File: src/rtl/aes_round_ctrl.sv
// Round sequencer for an iterative AES-128 datapath: IDLE -> INIT -> MAIN* -> FINAL -> HOLD.
// Optional abort support is compiled in when AES_ROUND_CTRL_ABORT_EN is defined.
module aes_round_ctrl #(
    parameter int NUM_ROUNDS = 10
) (
    input  logic        clk,
    input  logic        reset,
    input  logic        start_valid,
    output logic        start_ready,
    output logic        load_en,
    output logic [2:0]  update_type,
    output logic [3:0]  round_no,
    output logic [7:0]  rcon,
    output logic        state_en,
    output logic        result_valid,
    input  logic        result_ready,
    output logic        busy,
    input  logic        abort,
    output logic [15:0] enc_count
);

    typedef enum logic [2:0] {
        IDLE  = 3'd0,
        INIT  = 3'd1,
        MAIN  = 3'd2,
        FINAL = 3'd3,
        HOLD  = 3'd4
    } state_t;

    localparam logic [3:0] LAST_MAIN  = 4'(NUM_ROUNDS - 1);
    localparam logic [3:0] ROUND_LAST = 4'(NUM_ROUNDS);
    localparam logic [7:0] RCON_POLY  = 8'h1b;

    state_t      state_reg, state_next;
    logic [3:0]  round_reg, round_next;
    logic [7:0]  rcon_reg, rcon_next;
    logic [7:0]  rcon_xtime;
    logic [15:0] enc_count_reg, enc_count_next;
    logic        abort_eff;

`ifdef AES_ROUND_CTRL_ABORT_EN
    assign abort_eff = abort;
`else
    // Port kept for a uniform interface; it never influences the sequencer.
    assign abort_eff = abort & 1'b0;
`endif

    // GF(2^8) multiply-by-x of the running round constant.
    generate
        for (genvar gi = 0; gi < 8; gi++) begin : g_xtime
            if (gi == 0) begin : g_lsb
                assign rcon_xtime[gi] = RCON_POLY[gi] & rcon_reg[7];
            end else begin : g_upper
                assign rcon_xtime[gi] = rcon_reg[gi-1] ^ (RCON_POLY[gi] & rcon_reg[7]);
            end
        end
    endgenerate

    always_comb begin
        state_next     = state_reg;
        round_next     = round_reg;
        rcon_next      = rcon_reg;
        enc_count_next = enc_count_reg;
        start_ready    = 1'b0;
        load_en        = 1'b0;
        update_type    = 3'd0;
        state_en       = 1'b0;
        result_valid   = 1'b0;
        rcon           = 8'h00;

        case (state_reg)
            IDLE: begin
                start_ready = ~reset & ~abort_eff;
                if (start_valid && start_ready) begin
                    load_en    = 1'b1;
                    state_next = INIT;
                    round_next = 4'd0;
                end
            end
            INIT: begin
                update_type = 3'd1;
                state_en    = 1'b1;
                state_next  = MAIN;
                round_next  = 4'd1;
                rcon_next   = 8'h01;
            end
            MAIN: begin
                update_type = 3'd2;
                state_en    = 1'b1;
                rcon        = rcon_reg;
                round_next  = round_reg + 4'd1;
                rcon_next   = rcon_xtime;
                if (round_reg == LAST_MAIN) begin
                    state_next = FINAL;
                end
            end
            FINAL: begin
                update_type = 3'd3;
                state_en    = 1'b1;
                rcon        = rcon_reg;
                rcon_next   = rcon_xtime;
                round_next  = ROUND_LAST;
                state_next  = HOLD;
            end
            HOLD: begin
                result_valid = 1'b1;
                if (result_ready) begin
                    state_next     = IDLE;
                    round_next     = 4'd0;
                    enc_count_next = enc_count_reg + 16'd1;
                end
            end
            default: begin
                state_next = IDLE;
            end
        endcase

        // Abort overrides everything, including a HOLD handshake in the same cycle.
        if (abort_eff) begin
            state_next     = IDLE;
            round_next     = 4'd0;
            rcon_next      = 8'h00;
            enc_count_next = enc_count_reg;
        end
    end

    always_ff @(posedge clk) begin
        if (reset) begin
            state_reg     <= IDLE;
            round_reg     <= 4'd0;
            rcon_reg      <= 8'h00;
            enc_count_reg <= 16'd0;
        end else begin
            state_reg     <= state_next;
            round_reg     <= round_next;
            rcon_reg      <= rcon_next;
            enc_count_reg <= enc_count_next;
        end
    end

    assign busy      = (state_reg != IDLE);
    assign round_no  = round_reg;
    assign enc_count = enc_count_reg;

endmodule

File: config.mk
export PLATFORM = sky130hd
export DESIGN_NAME = aes_round_ctrl
export DESIGN_NICKNAME = d
export VERILOG_FILES = /design/src/rtl/aes_round_ctrl.sv
export SDC_FILE = /design/constraint.sdc
export NUM_CORES = 1
export LEC_CHECK = 0
export ABC_AREA = 1
export CORE_MARGIN = 5
export CORE_UTILIZATION = 43
export DETAILED_ROUTE_END_ITERATION = 16
export PLACE_DENSITY_LB_ADDON = 0.2
export REMOVE_ABC_BUFFERS = 1
export SLEW_MARGIN = 10
export SYNTH_ARGS = -nofsm -noshare
export SYNTH_HDL_FRONTEND = slang
export SYNTH_SLANG_ARGS = --single-unit
File: constraint.sdc
create_clock -name clk -period 1.3 [get_ports clk]
set_clock_uncertainty 0.2 [all_clocks]
set_input_delay 0.26 -clock clk [delete_from_list [all_inputs] [get_ports clk]]
set_output_delay 0.26 -clock clk [all_outputs]
set_load 0.02 [all_outputs]
## Word level (Yosys, flattened, before mapping)

Cells that the tools add are included.

| cells by class | value |
|---|---|
| shift-type cells | 0 |
| reduce and logical (&&, ||, !) cells | 10 |
| add/subtract/negate cells | 2 |
| bitwise gates (word level) | 4 |
| magnitude comparators | 0 |
| muxes and demuxes | 15 |
| multiply operators | 0 |
| divide/modulo/power cells | 0 |
| equal/unequal tests | 8 |

Operator list:

| operator | number |
|---|---|
| one-hot mux 4 bit (5 select lines) | 1 |
| adder 16 x 1 -> 16 bit, second input constant | 1 |
| one-hot mux 8 bit (2 select lines) | 1 |
| one-hot mux 3 bit (5 select lines) | 1 |
| two-way mux 3 bit | 3 |
| two-way mux 4 bit | 2 |
| two-way mux 8 bit | 1 |
| == test 3 x 2 -> 1 bit, second input constant | 2 |
| inequality test 2 bit, second input constant | 3 |
| one-hot mux 2 bit (3 select lines) | 1 |
| AND reduction 3 bit | 2 |
| two-way mux 1 bit | 5 |
| nonzero test 5 bit | 1 |
| adder 4 x 1 -> 4 bit, second input constant | 1 |
| == test 4 bit, second input constant | 1 |
| == test 3 x 1 -> 1 bit, second input constant | 1 |
| == test 3 bit, second input constant | 1 |
| zero test 3 bit | 1 |
| nonzero test 3 bit | 1 |
| OR reduction 3 bit | 1 |
| bitwise XOR 1 bit | 3 |
| AND reduction 2 bit | 1 |
| nonzero test 2 bit | 1 |
| OR reduction 2 bit | 1 |
| other kinds (2) | 2 |

| word-level totals | value |
|---|---|
| logic and storage cells | 43 |
| ROM bits | 0 |
| latch bits | 0 |
| bits of input ports | 5 |
| memories | 0 |
| register bits after elaboration | 31 |
| output and inout port bits | 36 |
| bits in writable memories | 0 |

## Depth between registers and ports, before layout

Gate-level depths: netlist of the first run.

| logic depth | value |
|---|---|
| depth in word-level cells | 4 |
| mapped depth | 9 |
| depth with buffers taken out | 9 |

## Worst setup path after synthesis of the first run

OpenSTA, ideal clock, no wires.

| timing | value |
|---|---|
| path type | register to output |
| from | reg state_reg[1] |
| to | out load_en |
| slack | -0.362 ns |
| buffers on the path | 0 |
| required time | 0.840 ns |
| data arrival time | 1.202 ns |
| cell stages (with the launch flop) | 4 |
| cells stage by stage | dfxtp_1 > nor2_4 > nand2_1 > nor3_1 |

| on the way | value |
|---|---|
| longest elaborated chain between the ends | 2 |

RTL lines:

| what | line | text |
|---|---|---|
| from (decl) | 34 | `state_t state_reg, state_next;` |
| from (signal assigned) | 134 | `state_reg <= state_next;` |
| zero test 3 bit | 71 | `case (state_reg)` |
| two-way mux 1 bit | 71 |  |
| to (decl) | 10 | `output logic load_en,` |

Every way passes these cells.

## Worst setup path in the final report of the first run

| timing | value |
|---|---|
| from | reg state_reg[2] |
| to | out load_en |

Same word-level chain as after synthesis.

==> results_dict.tcl, run 1 <==
set metrics [dict create \
    synth.distinct_cells 26 \
    drv_cap 0 \
    r2r_slack_ps -280 \
    core.rowCount 22 \
    synth_cells 233 \
    drv_slew 0 \
    remaining_drc_errors 0 \
    synth-simple-area-share 0.314 \
    critPathSlowestCell "dfxtp_2" \
    hold_class "flop to flop" \
    antennaDiodeCount 0 \
    worstPathMaxFanout 5 \
    async_flop_share 0 \
    vias_per_cell 4.84 \
    first_pass_iters 4 \
    fmax_mhz 580 \
    synth_top_family_by_area "simple AND/OR/NAND/NOR gates" \
    synth_area_per_cell_sq_um 6.75 \
    clk_latency_ps 290 \
    initial_core_util 0.436 \
    post-route-period-util 1.33 \
    ios 41 \
    clkSinkCount 31 \
    power_per_cell_area_mw_per_mm2 1090 \
    die_x_um 70.5 \
    post-place-cells 363 \
    synth-edff-count 0 \
    ys_warn_count 0 \
    clockBufferDepth 2 \
    grt_overflow 0 \
    synth_ff_type "dfxtp_1" \
    largest_register_ffs 16 \
    finalWorstSetupSlack_ps -423 \
    gp_congestion 0.786 \
    seq_area_frac_synth 0.395 \
    yosys.area_share.adder 0.0239 \
    nFillCells 256 \
    path_cells "inv_2, buf_6, nand2_4, nor3_4, buf_6" \
    wl_per_cell_um 12.7 \
    first_global_vias 1711 \
    p_leak_nw 1.29 \
    place_area_sq_mm 0.00235 \
    multi_input_area_sq_um 976 \
    ctsHtreeMaxLevel 2 \
    drive_gt1_frac 0.520 \
    crit_required_ps 840 \
    via_count 1845 \
    die_y_um 70.5 \
    crit_type "flop to output port" \
    antenna_left 0 \
    area_delta_synth_final_pct 74.9 \
    most-common-layout-cells "buf_4 (59), nand2_1 (48), inv_1 (29), dfxtp_1 (24), buf_6 (23)" \
    portBuffers 38 \
    whs_ps 313 \
    grt_pass1_wl_mm 7.18 \
    slowest_delay_ps 330 \
    ys_ff_latch 31 \
    cpMostUsedCell "buf_6" \
    track_usage 0.179 \
    setup_viol 45 \
    rsz0062_at_grt "true" \
    design_area_sq_mm 0.00275 \
    synth_compound_area_frac 0.128 \
    status "finished, violations left" \
    routed_wl_mm 4.84 \
    dieArea_sq_mm 0.00497 \
    synth.area.mux_share 0 \
    synth-xor-area-share 0.00557 \
    violations "setup timing" \
    setup_tns_ps -9320 \
    fin_crit_ps 1720 \
    layout_commonest_cell "buf_4" \
    end_kind "output port" \
    grt_start_max_net_pins 12 \
    place_hpwl_mm 2.93 \
    seq_area_sq_um 632 \
    start_kind "flop" \
    hold_viol_final 0 \
    antenna_found_initial 0 \
    path_buf_inv 3 \
    cts_tree "done" \
    path_clk_slew_ps 70 \
    netlist_area_sq_mm 0.00157 \
    worstPathArrival_ps 1260 \
    drtIter0Drc 117 \
    nNetsFinal 340 \
    cpLargestDelayFamily "buffers and inverters" \
    place_ws_ps -723 \
    cts_root_buffer "clkbuf_8" \
    numCtsBuffers 5 \
    irDropWorstVdd_mv 0.831 \
    core-area_sq_mm 0.00361 \
    stdcell_count 381 \
]
-- cells by family (layout without fill, tap and decap cells) --
family | after synthesis | in the layout
other | 1 | 1
AND/OR/NAND/NOR | 113 | 113
flip-flops | 31 | 31
XOR/XNOR | 1 | 1
adder cells (fa/ha/maj) | 3 | 3
AO/OA/AOI/OAI | 36 | 36
buffers and inverters | 48 | 148
-- where the power goes --
group          total (mW)  switching [mW]  internal, mW  leakage, nW
combinational        1.09           0.589         0.500        0.989
sequential           1.05          0.0403          1.01        0.254
clock               0.867           0.383         0.483       0.0515
-- layer usage --
| metal | part of all wire | track usage | up-vias |
|---|---|---|---|
| met1 | 0.40 | 0.204 | 861 |
| met2 | 0.53 | 0.310 | 46 |
| met3 | 0.046 | 0.0504 | 13 |
| li1 | - | - | 925 |
| met5 | 0 | 0 | - |
| met4 | 0.025 | 0.0723 | 0 |
-- Yosys cell counts, types with 2 or more instances --
cell type / number / area, sq um
o211ai_1: 2 / 15.0
buf_4: 5 / 37.5
nor2_1: 29 / 109
nand3_1: 8 / 40.0
nand4_1: 4 / 25.0
nand2_1: 61 / 229
ha_1: 3 / 37.5
nor2_4: 3 / 33.8
inv_2: 2 / 7.51
a21oi_1: 17 / 85.1
clkbuf_1: 2 / 7.51
inv_1: 38 / 143
a31oi_1: 4 / 25.0
dfxtp_1: 31 / 621
o21ai_0: 10 / 50.1
nor3_1: 4 / 20.0
-- stage by stage --
step | total power [mW] | util
6_report | 3.00 | 0.763
5_1_grt | 3.13 | 0.763
4_1_cts | 2.79 | 0.699
3_5_place_dp | 1.87 | 0.651
3_3_place_gp | 1.86 | 0.651
2_1_floorplan | 1.43 | -
-- worst paths after layout --
| path | startpoint | endpoint | cells after the start |
|---|---|---|---|
| worst min register to register | rcon_reg[5] | rcon_reg[5] | 2 |
| worst max register to register | state_reg[1] | enc_count[15] | 7 |
| worst min-delay path | rcon_reg[5] | rcon_reg[5] | 2 |
| worst max-delay path | state_reg[2] | load_en | 5 |
-- cell type report --
type / count / share of cell area
Inverter: 40 / 0.0596
Timing Repair Buffer: 100 / 0.298
Sequential cell: 31 / 0.230
Clock buffer: 8 / 0.0364
Tap cell: 48 / 0.0218
Multi-Input combinational cell: 154 / 0.355
-- worst register-to-register path, delay by kind of cell, from the launching register on --
kind | cells | cell delay [ps]
flops | 1 | 350
simple gates | 6 | 800
buf+inv | 1 | 130
-- what timing repair did --
item                       CTS  global route
gates resized for setup    211            67
buffers inserted             8             6
setup endpoints to repair   62            51
hold buffers                 0             0
pin swaps                   18            12
Note: power is estimated with default switching activity, not from simulation.
==> run 2: changes to the inputs <==
PLACE_DENSITY = 0.77   (was not set)
PLACE_DENSITY_LB_ADDON = not set   (was 0.2)
==> run 2 against run 1 <==
Effect of this change:
- register-to-register slack got worse by 80 ps
- sequential power about the same
- combinational power shrank 10%
- fmax grew 0.30%
- sequential share of layout area up 2.0 points
- worst hold slack lost 54 ps
- final area fell by 7.7%
- utilization down 5.9 points
- flip-flop and latch count unchanged
- the run still ends with setup timing left
==> results_dict.tcl, run 2 (synthesized netlist as in run 1, its figures left out) <==
set metrics [dict create \
    worst-r2r-cell-count 8 \
    setup_tns_ps -10190 \
    dieArea_sq_mm 0.00497 \
    cts_tree "done" \
    most-common-layout-cells "buf_4 (58), nand2_1 (56), inv_1 (33), nor2_1 (23), dfxtp_1 (23)" \
    hold_buffers 0 \
    drv_cap 0 \
    grt_overflow 0 \
    drive_gt1_frac 0.429 \
    drv_slew 0 \
    end_kind "output port" \
    layout_commonest_cell "buf_4" \
    worstPathMaxFanout 4 \
    r2r-end "enc_count[3]" \
    numCtsBuffers 5 \
    clockBufferDepth 2 \
    die_x_um 70.5 \
    first_pass_iters 7 \
    stdcell_count 370 \
    nNetsFinal 329 \
    hold_class "flop to flop" \
    finalWorstSetupSlack_ps -418 \
    path_clk_slew_ps 70 \
    path_cells "nor2_4, nand2_4, nor3_4, buf_6" \
    crit_required_ps 840 \
    antennaDiodeCount 0 \
    slowest_delay_ps 350 \
    die_y_um 70.5 \
    antenna_left 0 \
    remaining_drc_errors 0 \
    core-area_sq_mm 0.00361 \
    fmax_mhz 582 \
    routed_wl_mm 4.54 \
    place_area_sq_mm 0.00228 \
    grt_start_max_net_pins 17 \
    initial_core_util 0.436 \
    gp_congestion 0.859 \
    clkSinkCount 31 \
    p_total_mw 3.03 \
    hold_depth 2 \
    antenna_found_initial 0 \
    wl_per_cell_um 12.3 \
    design_area_sq_mm 0.00254 \
    clk_latency_ps 290 \
    grt_pass1_wl_mm 7.73 \
    hold_viol_final 0 \
    r2r_slack_ps -360 \
    post-route-period-util 1.32 \
    via_count 1768 \
    status "finished, violations left" \
    largest_register_ffs 16 \
    reg2reg_from "state_reg[0]" \
    core.rowCount 22 \
    power_per_cell_area_mw_per_mm2 1200 \
    critPathSlowestCell "dfxtp_2" \
    whs_ps 259 \
    setup_viol 40 \
    path_buf_inv 1 \
    irDropWorstVdd_mv 1.02 \
    cts_root_buffer "clkbuf_8" \
    violations "setup timing" \
    start_kind "flop" \
    ctsHtreeMaxLevel 2 \
    drtIter0Drc 90 \
    p_leak_nw 1.20 \
    worstPathArrival_ps 1260 \
    portBuffers 38 \
    fin_crit_ps 1720 \
    vias_per_cell 4.78 \
    ios 41 \
    path_depth 4 \
    first_global_vias 1774 \
    worstHoldStart "rcon_reg[6]" \
    cpLargestDelayFamily "simple AND/OR/NAND/NOR gates" \
    place_hpwl_mm 2.89 \
    area_delta_synth_final_pct 61.3 \
    track_usage 0.196 \
    post-place-cells 354 \
    hold-path-endpoint "rcon_reg[6]" \
    rsz0062_at_grt "true" \
    crit_type "flop to output port" \
]
## run 2: worst reg2reg max path: stages, from the launching register on
cell and delay [ps]:
dfxtp_2 350, nor2_4 190, buf_4 140, buf_4 100, nand3_4 90, nor2_4 180, buf_6 130, o21ai_0 70
a21oi_1 130
## run 2: routing by layer
metal / up-vias / share of wire / GRT usage
met5: - / 0 / 0
met4: 0 / 0.027 / 0.0809
met1: 799 / 0.39 / 0.212
met2: 61 / 0.51 / 0.344
met3: 12 / 0.072 / 0.0691
li1: 896 / - / -
## run 2: timing repair
item / CTS / global route
pin swaps: 14 / 4
gates resized for setup: 212 / 21
setup endpoints to repair: 60 / 53
buffers inserted: 5 / 3
## run 2: per-stage QoR
stage                     setup WS [ps]   util
after floorplan                    -362      -
after global placement             -707  0.632
after detailed placement           -741  0.632
after CTS                          -358  0.681
after global routing               -461  0.704
final                              -418  0.704
## run 2: worst max-delay path by stage
stage | start | end | slack (ps)
finish | state_reg[0] | load_en | -420
detailed placement | start_valid | load_en | -740
global route | state_reg[0] | enc_count[13] | -460
floorplan | state_reg[1] | load_en | -360
CTS | state_reg[0] | load_en | -360
global placement | start_valid | load_en | -710
## run 2: power breakdown
part / switching [mW] / leakage, nW / internal, mW / total, mW
clock network: 0.389 / 0.0612 / 0.620 / 1.01
registers: 0.0429 / 0.255 / 1.01 / 1.05
logic: 0.534 / 0.886 / 0.442 / 0.976
total: 0.966 / 1.20 / 2.07 / 3.03
## run 2: final cells by class
class,instances,area [sq um]
fill,292,1070
timing repair buffer,89,703
tap,48,60.1
multi-input combinational,154,868
clock inverter,2,35.0
sequential,31,633
clock buffer,6,82.6
inverter,40,155
==> variant (config.mk and constraints of run 1) <==
Encoding of `state_t`: now one-hot (5 bits for 5 states).
--- a/src/rtl/aes_round_ctrl.sv
+++ b/src/rtl/aes_round_ctrl.sv
@@ -21,8 +21,8 @@
 
-    typedef enum logic [2:0] {
-        IDLE  = 3'd0,
-        INIT  = 3'd1,
-        MAIN  = 3'd2,
-        FINAL = 3'd3,
-        HOLD  = 3'd4
+    typedef enum logic [4:0] {
+        IDLE  = 5'b00001,
+        INIT  = 5'b00010,
+        MAIN  = 5'b00100,
+        FINAL = 5'b01000,
+        HOLD  = 5'b10000
     } state_t;
Formal check against the unedited RTL: same outputs for any inputs over 10 cycles, from zero or initial values and one cycle with reset high; not proved beyond that.
==> variant against run 1 <==
The run still ends with negative setup slack left. Cell area increased by 23%. Sequential cell count up 2. Final cell count rose by 22%. Setup slack got worse by 0.23 ns. Wire length increased by 39%. Sequential share of layout area fell by 2.4 points. Maximum frequency shrank 12%. Total power increased by 39%. Area after synthesis up 19%. Critical path type unchanged.
==> variant: results (changes against run 1) <==
Initial DRC count: 178 (+52%)
Violations in the final reports: negative setup slack
Count of fill cells added during filler insertion: 290 (+13%)
Count of unique library cells instantiated by Yosys: 29 (+12%)
Pre-CTS setup slack: -0.930 ns (-0.206 ns)
Post-Route WL: 6710 microns (+39%)
Placed Instances: 432 (+19%)
CP Max Fanout: 3 (-2)
HPWL reported at the end of detailed placement: 3570 microns (+22%)
Per-instance average area after synthesis: 6.54 sq um (-3.2%)
Number of global-route vias before repair: 2,106 (+23%)
Worst endpoint data arrival time: 1.50 ns (+0.24 ns)
Max IR drop VDD: 888 uV (+6.8%)
Non-filler instance count after layout: 463 (+22%)
Global-route usage over all layers: 20.0% (+2.1 points)
Critical R2R Launch: state_reg[3]
Run status: finished, violations left
Sw Share: 38.6% (+4.8 points)
Worst Hold Launch: rcon_reg[1]
Top cells by area in the synthesized netlist: sky130_fd_sc_hd__dfxtp_1 35%, sky130_fd_sc_hd__nand2_1 15%, sky130_fd_sc_hd__nor2_1 10%, sky130_fd_sc_hd__inv_1 7.0%, sky130_fd_sc_hd__a21oi_1 5.3%
Final worst setup slack: -0.655 ns (-0.232 ns)
Lkg Pwr: 1.58 nW (+22%)
Global-route wire length before repair: 9340 microns (+30%)
Number of setup violations in the final report: 52 (+16%)
Final weighted congestion in routability-driven placement: 0.879 (+12%)
## variant: final timing paths
kind	to	slack [ns]	cells past startpoint
worst max register to register	round_no[3]	-0.52	12
worst min-delay path	rcon_reg[1]	0.30	2
worst min register to register	rcon_reg[1]	0.30	2
worst max-delay path	load_en	-0.66	8
## variant: logic make-up after synthesis
family                   after synthesis  synth area share, %
other                                  1                0.200
AND/OR/NAND/NOR                      164                 40.4
AO/OA/AOI/OAI                         36                 10.5
buffers and inverters                 49                 11.2
XOR/XNOR                               1                0.467
adder cells (fa/ha/maj)                3                 2.00
flip-flops                            33                 35.2
## variant: critical path, cell delays in order (launching register included)
cell and delay (ns):
sky130_fd_sc_hd__dfxtp_4 0.37, sky130_fd_sc_hd__inv_1 0.05, sky130_fd_sc_hd__nor2_2 0.20, sky130_fd_sc_hd__nand3_4 0.14, sky130_fd_sc_hd__nor2_4 0.15, sky130_fd_sc_hd__nor2_4 0.04, sky130_fd_sc_hd__nand2_2 0.08, sky130_fd_sc_hd__nor2_2 0.04
sky130_fd_sc_hd__buf_6 0.12
## variant: stage by stage
stage | setup TNS [ns] | hold slack, ns
final | -20.05 | 0.296
after global routing | -23.18 | 0.306
after CTS | -17.36 | 0.275
after detailed placement | -28.84 | 0.257
after global placement | -27.32 | 0.249
after floorplan | -6.78 | 0.129
## variant: power by group through the flow
stage          clock network [mW]  logic (mW)  registers, mW
2_1_floorplan                   0       0.697           1.24
3_3_place_gp                    0        1.41           1.18
3_5_place_dp                    0        1.43           1.18
4_1_cts                     0.887        1.81           1.18
5_1_grt                     0.951        2.23           1.20
6_report                    0.863        2.11           1.20
## variant: timing repair
action,CTS,global route
endpoints found under the hold margin,0,0
gates cloned,2,0
setup buffers,19,12
endpoints found under the setup margin,68,60
resized for setup,255,54
pin swaps,14,19
## variant: per-layer routing
metal / vias up / routed length, microns / GRT usage (%)
met1: 1057 / 2750 / 22.3
met4: 0 / 214 / 8.54
met5: - / 0 / 0
met3: 17 / 372 / 5.44
li1: 1139 / - / -
met2: 77 / 3380 / 35.3
## variant: final cells by class
class	instances	area, sq um	area share [%]
timing repair buffer	124	1100	32.6
clock inverter	1	5.00	0.148
multi-input combinational	206	1250	37.0
clock buffer	7	96.3	2.85
tap	52	65.1	1.92
sequential	33	697	20.6
inverter	40	164	4.84
